--- src/rtl/pll_sup_pkg.sv ---
// pll_sup_pkg
//   Shared types and helpers for the PLL lock supervisor.
//   - pll_sup_state_t : FSM state encoding, also exported on the debug port
//   - sat_inc8        : saturating 8-bit increment for the event counters
//   - cnt_width       : phase counter width derived from the three phase lengths
package pll_sup_pkg;

  typedef enum logic [1:0] {
    RESET_PLL = 2'd0,
    WAIT_LOCK = 2'd1,
    STABLE    = 2'd2,
    RUN       = 2'd3
  } pll_sup_state_t;

  // Holds at 255 instead of wrapping, so a stuck PLL never reads as "few events".
  function automatic logic [7:0] sat_inc8(input logic [7:0] v);
    return (v == 8'hFF) ? v : v + 8'd1;
  endfunction

  // Width able to hold the largest terminal count (max-1); never below 1 bit.
  function automatic int cnt_width(input int a, input int b, input int c);
    int m;
    m = a;
    if (b > m) m = b;
    if (c > m) m = c;
    return (m > 1) ? $clog2(m) : 1;
  endfunction

endpackage

--- src/rtl/cdc_sync.sv ---
// cdc_sync
//   N-stage single-bit synchronizer, asynchronous active-high reset to 0.
//   Ports:
//     clk   : destination clock
//     reset : asynchronous active-high reset
//     d     : asynchronous input
//     q     : synchronized output (STAGES edges of latency)
module cdc_sync #(
  parameter int STAGES = 2
) (
  input  logic clk,
  input  logic reset,
  input  logic d,
  output logic q
);

  logic [STAGES-1:0] sync_q;

  // Shift form keeps the code legal for any STAGES >= 1.
  always_ff @(posedge clk or posedge reset) begin
    if (reset) begin
      sync_q <= '0;
    end else begin
      sync_q <= (sync_q << 1) | STAGES'(d);
    end
  end

  assign q = sync_q[STAGES-1];

endmodule

--- src/rtl/pll_lock_supervisor.sv ---
// pll_lock_supervisor
//   Pulses the PLL reset, waits for lock, requires lock to stay up for
//   STABLE_CYCLES before releasing the system reset, and re-initialises the
//   PLL on lock timeout or lock loss. Runs on the board clock, never on a
//   PLL output clock.
//   Ports:
//     clk           : free-running board clock (also PLL clkin)
//     reset         : asynchronous active-high power-on / button reset
//     pll_lock      : PLL lock, asynchronous to clk
//     pll_reset     : PLL reset input drive
//     sys_reset     : active-high reset for the rest of the design
//     pll_ready     : high only in RUN
//     state         : current FSM state (debug / LEDs)
//     relock_count  : lock losses seen in RUN, saturating at 255
//     timeout_count : WAIT_LOCK timeouts, saturating at 255
//
//   state     | meaning
//   ----------+---------------------------------------------------------
//   RESET_PLL | PLL held in reset for RESET_CYCLES
//   WAIT_LOCK | PLL released, waiting up to LOCK_TIMEOUT for lock
//   STABLE    | lock seen, must hold STABLE_CYCLES before release
//   RUN       | system reset released, watching for lock loss
module pll_lock_supervisor
  import pll_sup_pkg::*;
#(
  parameter int RESET_CYCLES  = 100,
  parameter int LOCK_TIMEOUT  = 50000,
  parameter int STABLE_CYCLES = 1024,
  parameter int CNT_W         = cnt_width(RESET_CYCLES, LOCK_TIMEOUT, STABLE_CYCLES)
) (
  input  logic       clk,
  input  logic       reset,
  input  logic       pll_lock,
  output logic       pll_reset,
  output logic       sys_reset,
  output logic       pll_ready,
  output logic [1:0] state,
  output logic [7:0] relock_count,
  output logic [7:0] timeout_count
);

  localparam logic [CNT_W-1:0] RESET_LAST  = CNT_W'(RESET_CYCLES - 1);
  localparam logic [CNT_W-1:0] TIMEOUT_LAST = CNT_W'(LOCK_TIMEOUT - 1);
  localparam logic [CNT_W-1:0] STABLE_LAST = CNT_W'(STABLE_CYCLES - 1);

  logic             lock_s;
  pll_sup_state_t   state_q;
  pll_sup_state_t   state_nxt;
  logic [CNT_W-1:0] cnt;
  logic             timeout_evt;
  logic             relock_evt;

  cdc_sync #(
    .STAGES(2)
  ) u_lock_sync (
    .clk  (clk),
    .reset(reset),
    .d    (pll_lock),
    .q    (lock_s)
  );

  // Lock status is checked before the terminal count in WAIT_LOCK and
  // STABLE, so a lock edge coinciding with the last cycle wins.
  always_comb begin
    state_nxt   = state_q;
    timeout_evt = 1'b0;
    relock_evt  = 1'b0;
    unique case (state_q)
      RESET_PLL: begin
        if (cnt == RESET_LAST) state_nxt = WAIT_LOCK;
      end
      WAIT_LOCK: begin
        if (lock_s) begin
          state_nxt = STABLE;
        end else if (cnt == TIMEOUT_LAST) begin
          state_nxt   = RESET_PLL;
          timeout_evt = 1'b1;
        end
      end
      STABLE: begin
        if (!lock_s) begin
          state_nxt = WAIT_LOCK;
        end else if (cnt == STABLE_LAST) begin
          state_nxt = RUN;
        end
      end
      RUN: begin
        if (!lock_s) begin
          state_nxt  = RESET_PLL;
          relock_evt = 1'b1;
        end
      end
      default: state_nxt = RESET_PLL;
    endcase
  end

  // Outputs are decoded from state_nxt so they move on the same edge as state.
  always_ff @(posedge clk or posedge reset) begin
    if (reset) begin
      state_q       <= RESET_PLL;
      cnt           <= '0;
      pll_reset     <= 1'b1;
      sys_reset     <= 1'b1;
      pll_ready     <= 1'b0;
      relock_count  <= '0;
      timeout_count <= '0;
    end else begin
      state_q <= state_nxt;
      // Counter holds at all-ones in RUN rather than wrapping; RUN ignores it.
      if (state_nxt != state_q) begin
        cnt <= '0;
      end else if (cnt != '1) begin
        cnt <= cnt + CNT_W'(1);
      end
      pll_reset <= (state_nxt == RESET_PLL);
      sys_reset <= (state_nxt != RUN);
      pll_ready <= (state_nxt == RUN);
      if (timeout_evt) timeout_count <= sat_inc8(timeout_count);
      if (relock_evt) relock_count <= sat_inc8(relock_count);
    end
  end

  assign state = state_q;

endmodule

--- config.mk ---
export PLATFORM = sky130hd
export DESIGN_NAME = pll_lock_supervisor
export DESIGN_NICKNAME = d
export VERILOG_FILES = /design/src/rtl/pll_sup_pkg.sv /design/src/rtl/cdc_sync.sv /design/src/rtl/pll_lock_supervisor.sv
export SDC_FILE = /design/constraint.sdc
export NUM_CORES = 1
export LEC_CHECK = 0
export CORE_MARGIN = 3
export CORE_UTILIZATION = 25
export CTS_CLUSTER_DIAMETER = 200
export DETAILED_ROUTE_END_ITERATION = 16
export PLACE_DENSITY = 0.49
export REMOVE_ABC_BUFFERS = 1
export SETUP_SLACK_MARGIN = 0.5
export SLEW_MARGIN = 20
export SYNTH_ARGS = -nofsm -noshare
export SYNTH_HDL_FRONTEND = slang
export SYNTH_SLANG_ARGS = --single-unit
--- constraint.sdc ---
create_clock -name clk -period 5.1 [get_ports clk]
set_input_delay 1.275 -clock clk [delete_from_list [all_inputs] [get_ports clk]]
set_output_delay 1.275 -clock clk [all_outputs]
set_load 0.02 [all_outputs]
==> results by group <==
Outcome
  • Outcome: finished, final reports clean

Routing
  • Vias per cell: 4.66
  • Initial drt markers: 34
  • DR top layer: met4
  • Routed wl met3: 150 microns
  • M1 WL: 1890 microns
  • DRT antenna net count: 0
  • Via count: ~1.5k
  • Met2 wire length: 1720 microns
  • DRC: 0
  • DRT Pass-1 Iters: 4
  • Final WL: around 3800 microns
  • Post-detailed-route wirelength per cell: 12.1 microns

Placement
  • Detailed-placement wirelength estimate: 2680 microns
  • Pre-CTS setup slack: 2630 ps
  • IO buf count: 23
  • Placer Congestion: 0.728

Clocking
  • Hold buffers post-CTS: 0
  • Clk Latency, worst-skew pair: between 200 and 300 ps
  • H-tree Lvls: 2
  • Root buffer cell: clkbuf_8
  • Post_cts resized: 0
  • Num Clock Sinks: 39
  • Clock Pin Slew Worst Setup and Hold Paths: roughly 80 ps
  • CTS tree: done
  • CTS max path bufs: 2
  • CTS Buf Count: 5
  • Setup bufs post-CTS: 0

Floorplan
  • Die Width: 95.1 microns
  • Die H: 95.1 microns
  • # IOs: 24
  • Die area: between 9000 and 10000 sq um
  • Core Region: 7490 sq um
  • Row cnt: 31
  • Initial Util: a little over a quarter

Timing
  • FMAX: 360 MHz
  • Rel. slew slack: 65.1%
  • Final hold vios: 0
  • Setup_tns: 0 ps
  • Endpoints failing setup: 0
  • Setup WS post-layout: 2320 ps
  • RSZ-0062 raised after global routing: false
  • Clock Skews: between 8 and 9 ps
  • Tcrit/Tclk final: 54.4%
  • Post-layout minimum cycle time: ~2800 ps
  • Measured slew at the worst slew-check pin: 520 ps
  • Max Slew Vio Count: 0

Critical path
  • Max FO, Critical Path: 9
  • CP endpoint kind: output port
  • Cell Chain, Critical Path: clkdlybuf4s50_1
  • Cell family with most CP delay: buffers and inverters
  • Worst Path Buf+Inv: 1
  • Crit-path max cell delay: 680 ps
  • Worst endpoint required time: 3830 ps
  • Critical path type: reg -> out
  • Slowest cell on crit path: clkdlybuf4s50_1
  • Critical Path AT: roughly 1500 ps
  • Startpoint types: register

Power and ir drop
  • Switching Share: 22.6%
  • Max VDD drop: about 0.084 mV
  • Power Internal: 0.407 mW
  • PwrDens: 218 nW/um^2
  • Comb pwr share: ~1.6%
  • Switching power: 0.119 mW
  • Seq pwr share: approximately three fifths
  • Clock power frac: 39.4%
  • P_leak: 1.02 nW

Global route
  • Vias in the first global route: 1364
  • Largest net degree at the start of global routing: 40
  • Initial antenna violation count: 0
  • Total grt overflow: 0
  • First-pass GRT wire length: between 6000 and 7000 microns
  • Global-route usage over all layers: 9.41%

Yosys
  • Yosys cell types: 42
  • Cells after Synth: 185
  • Seq cells post-synth: 39
  • Post-synthesis cell area: 1990 sq um
  • Mean Syn Cell Area: roughly 11 sq um
  • Main synth FF type: dfrtp_1
  • Synth async-reset ratio: 100%
  • YS warnings: 0
  • Seq/Total Area, Yosys: 49.3%
  • Number of synthesized flops with an enable pin: 0

Finish
  • Layout cell share with drive strength beyond 1: between 10% and 20%
  • Area delta synth->final: 21.9%
  • Final nets: 220
  • Final core occ: 32.3%
  • N_diodes: 0

Hold path
  • Worst hold-check path type: reg -> reg

Job
  • Max cap viols: 0
worst register-to-register path: cells and delay by family (launching register included):
family	cells	cell delay [ps]
fa+ha+maj	1	310
flops	1	420
mux	1	180
simple gates	4	1040
synthesized netlist by cell type, types with 2 or more instances:
cell type  count  area [sq um]
mux2i_1        3          30.0
nand3_1       13          65.1
a211oi_1       4          30.0
nand2_1       14          52.6
nor3_1         5          25.0
and4_1         2          17.5
a21oi_1        3          15.0
dfrtp_1       37           926
nor3_2         3          30.0
nor2_1        24          90.1
o21ai_0        3          15.0
ha_1           3          37.5
nor3b_1        2          15.0
a31oi_1        3          18.8
xor2_1        13           114
mux2_2         2          22.5
inv_1          4          15.0
and3_1         4          25.0
xnor2_1       10          87.6
nand4_1        9          56.3
dfstp_2        2          52.6
o2111ai_1      2          17.5
metal layers:
metal / vias up / GRT usage [%]
li1: 728 / -
met2: 29 / 14.2
met1: 704 / 12.7
met3: 2 / 2.60
met5: - / 0
met4: 0 / 3.61
power by group through the flow:
stage / clock, mW / sequential, mW / combinational, mW
after detailed placement: 0 / 0.317 / 0.00940
after CTS: 0.218 / 0.310 / 0.00939
after floorplan: 0 / 0.316 / 0.00504
after global placement: 0 / 0.316 / 0.00949
after global routing: 0.229 / 0.311 / 0.0103
final: 0.207 / 0.310 / 0.00864
kinds of logic after synthesis:
kind of cell               share of synthesized area [%]
AOI/OAI and AO/OA                                   9.07
xor gates and xnor gates                            10.1
adders and majority gates                           1.89
buffers and inverters                               1.57
DFF                                                 49.3
muxes                                               2.65
and+or+nand+nor                                     25.4
final cells by class:
cell class	instances	area, sq um
timing repair buffer	24	238
multi-input combinational	140	976
clock buffer	5	68.8
inverter	4	15.0
clock inverter	3	20.0
tap	99	124
fill	766	5070
sequential	39	978
sequential cells by signal, indices dropped and copies added, names as in the netlist:
| name | flops |
|---|---|
| cnt | 16 |
| relock_count | 8 |
| timeout_count | 8 |
| state | 2 |
| u_lock_sync.sync_q | 2 |
| pll_ready | 1 |
| pll_reset | 1 |
| sys_reset | 1 |
stage by stage:
step                power (mW)  hold WS, ps  std cells  cell area [sq um]
finish                   0.526          360        314               2420
global route             0.550          386        314               2420
CTS                      0.538          365        314               2420
detailed placement       0.326          348        306               2330
global placement         0.326          334        306               2330
floorplan                0.321          331        183               1970
worst paths after layout:
path	start	end	slack (ps)	depth (start not counted)
setup / recovery	state[0]$_DFF_PP0_	state[0]	2320	1
hold / removal	u_lock_sync.sync_q[0]$_DFF_PP0_	u_lock_sync.sync_q[1]$_DFF_PP0_	360	0
setup reg to reg	cnt[0]$_DFFE_PP0P_	cnt[1]$_DFFE_PP0P_	3040	6
hold reg to reg	u_lock_sync.sync_q[0]$_DFF_PP0_	u_lock_sync.sync_q[1]$_DFF_PP0_	360	0
max in group asynchronous	reset	sys_reset$_DFF_PP1_	3330	3
min in group asynchronous	reset	timeout_count[1]$_DFFE_PP0P_	1390	3
placed cells by master (no fill, tap or decap), types with 3 or more instances in the layout:
| cell | synthesis | routed |
|---|---|---|
| dfrtp_1 | 37 | 37 |
| nor2_1 | 24 | 24 |
| clkdlybuf4s50_1 | 0 | 23 |
| nand2_1 | 14 | 14 |
| nand3_1 | 13 | 13 |
| xor2_1 | 13 | 13 |
| xnor2_1 | 10 | 10 |
| nand4_1 | 9 | 9 |
| nor3_1 | 5 | 5 |
| clkbuf_8 | 0 | 5 |
| and3_1 | 4 | 4 |
| inv_1 | 4 | 4 |
| a211oi_1 | 4 | 4 |
| a31oi_1 | 3 | 3 |
| mux2i_1 | 3 | 3 |
| a21oi_1 | 3 | 3 |
| nor3_2 | 3 | 3 |
| o21ai_0 | 3 | 3 |
| ha_1 | 3 | 3 |
No activity file was read; power rests on OpenSTA's default activity.
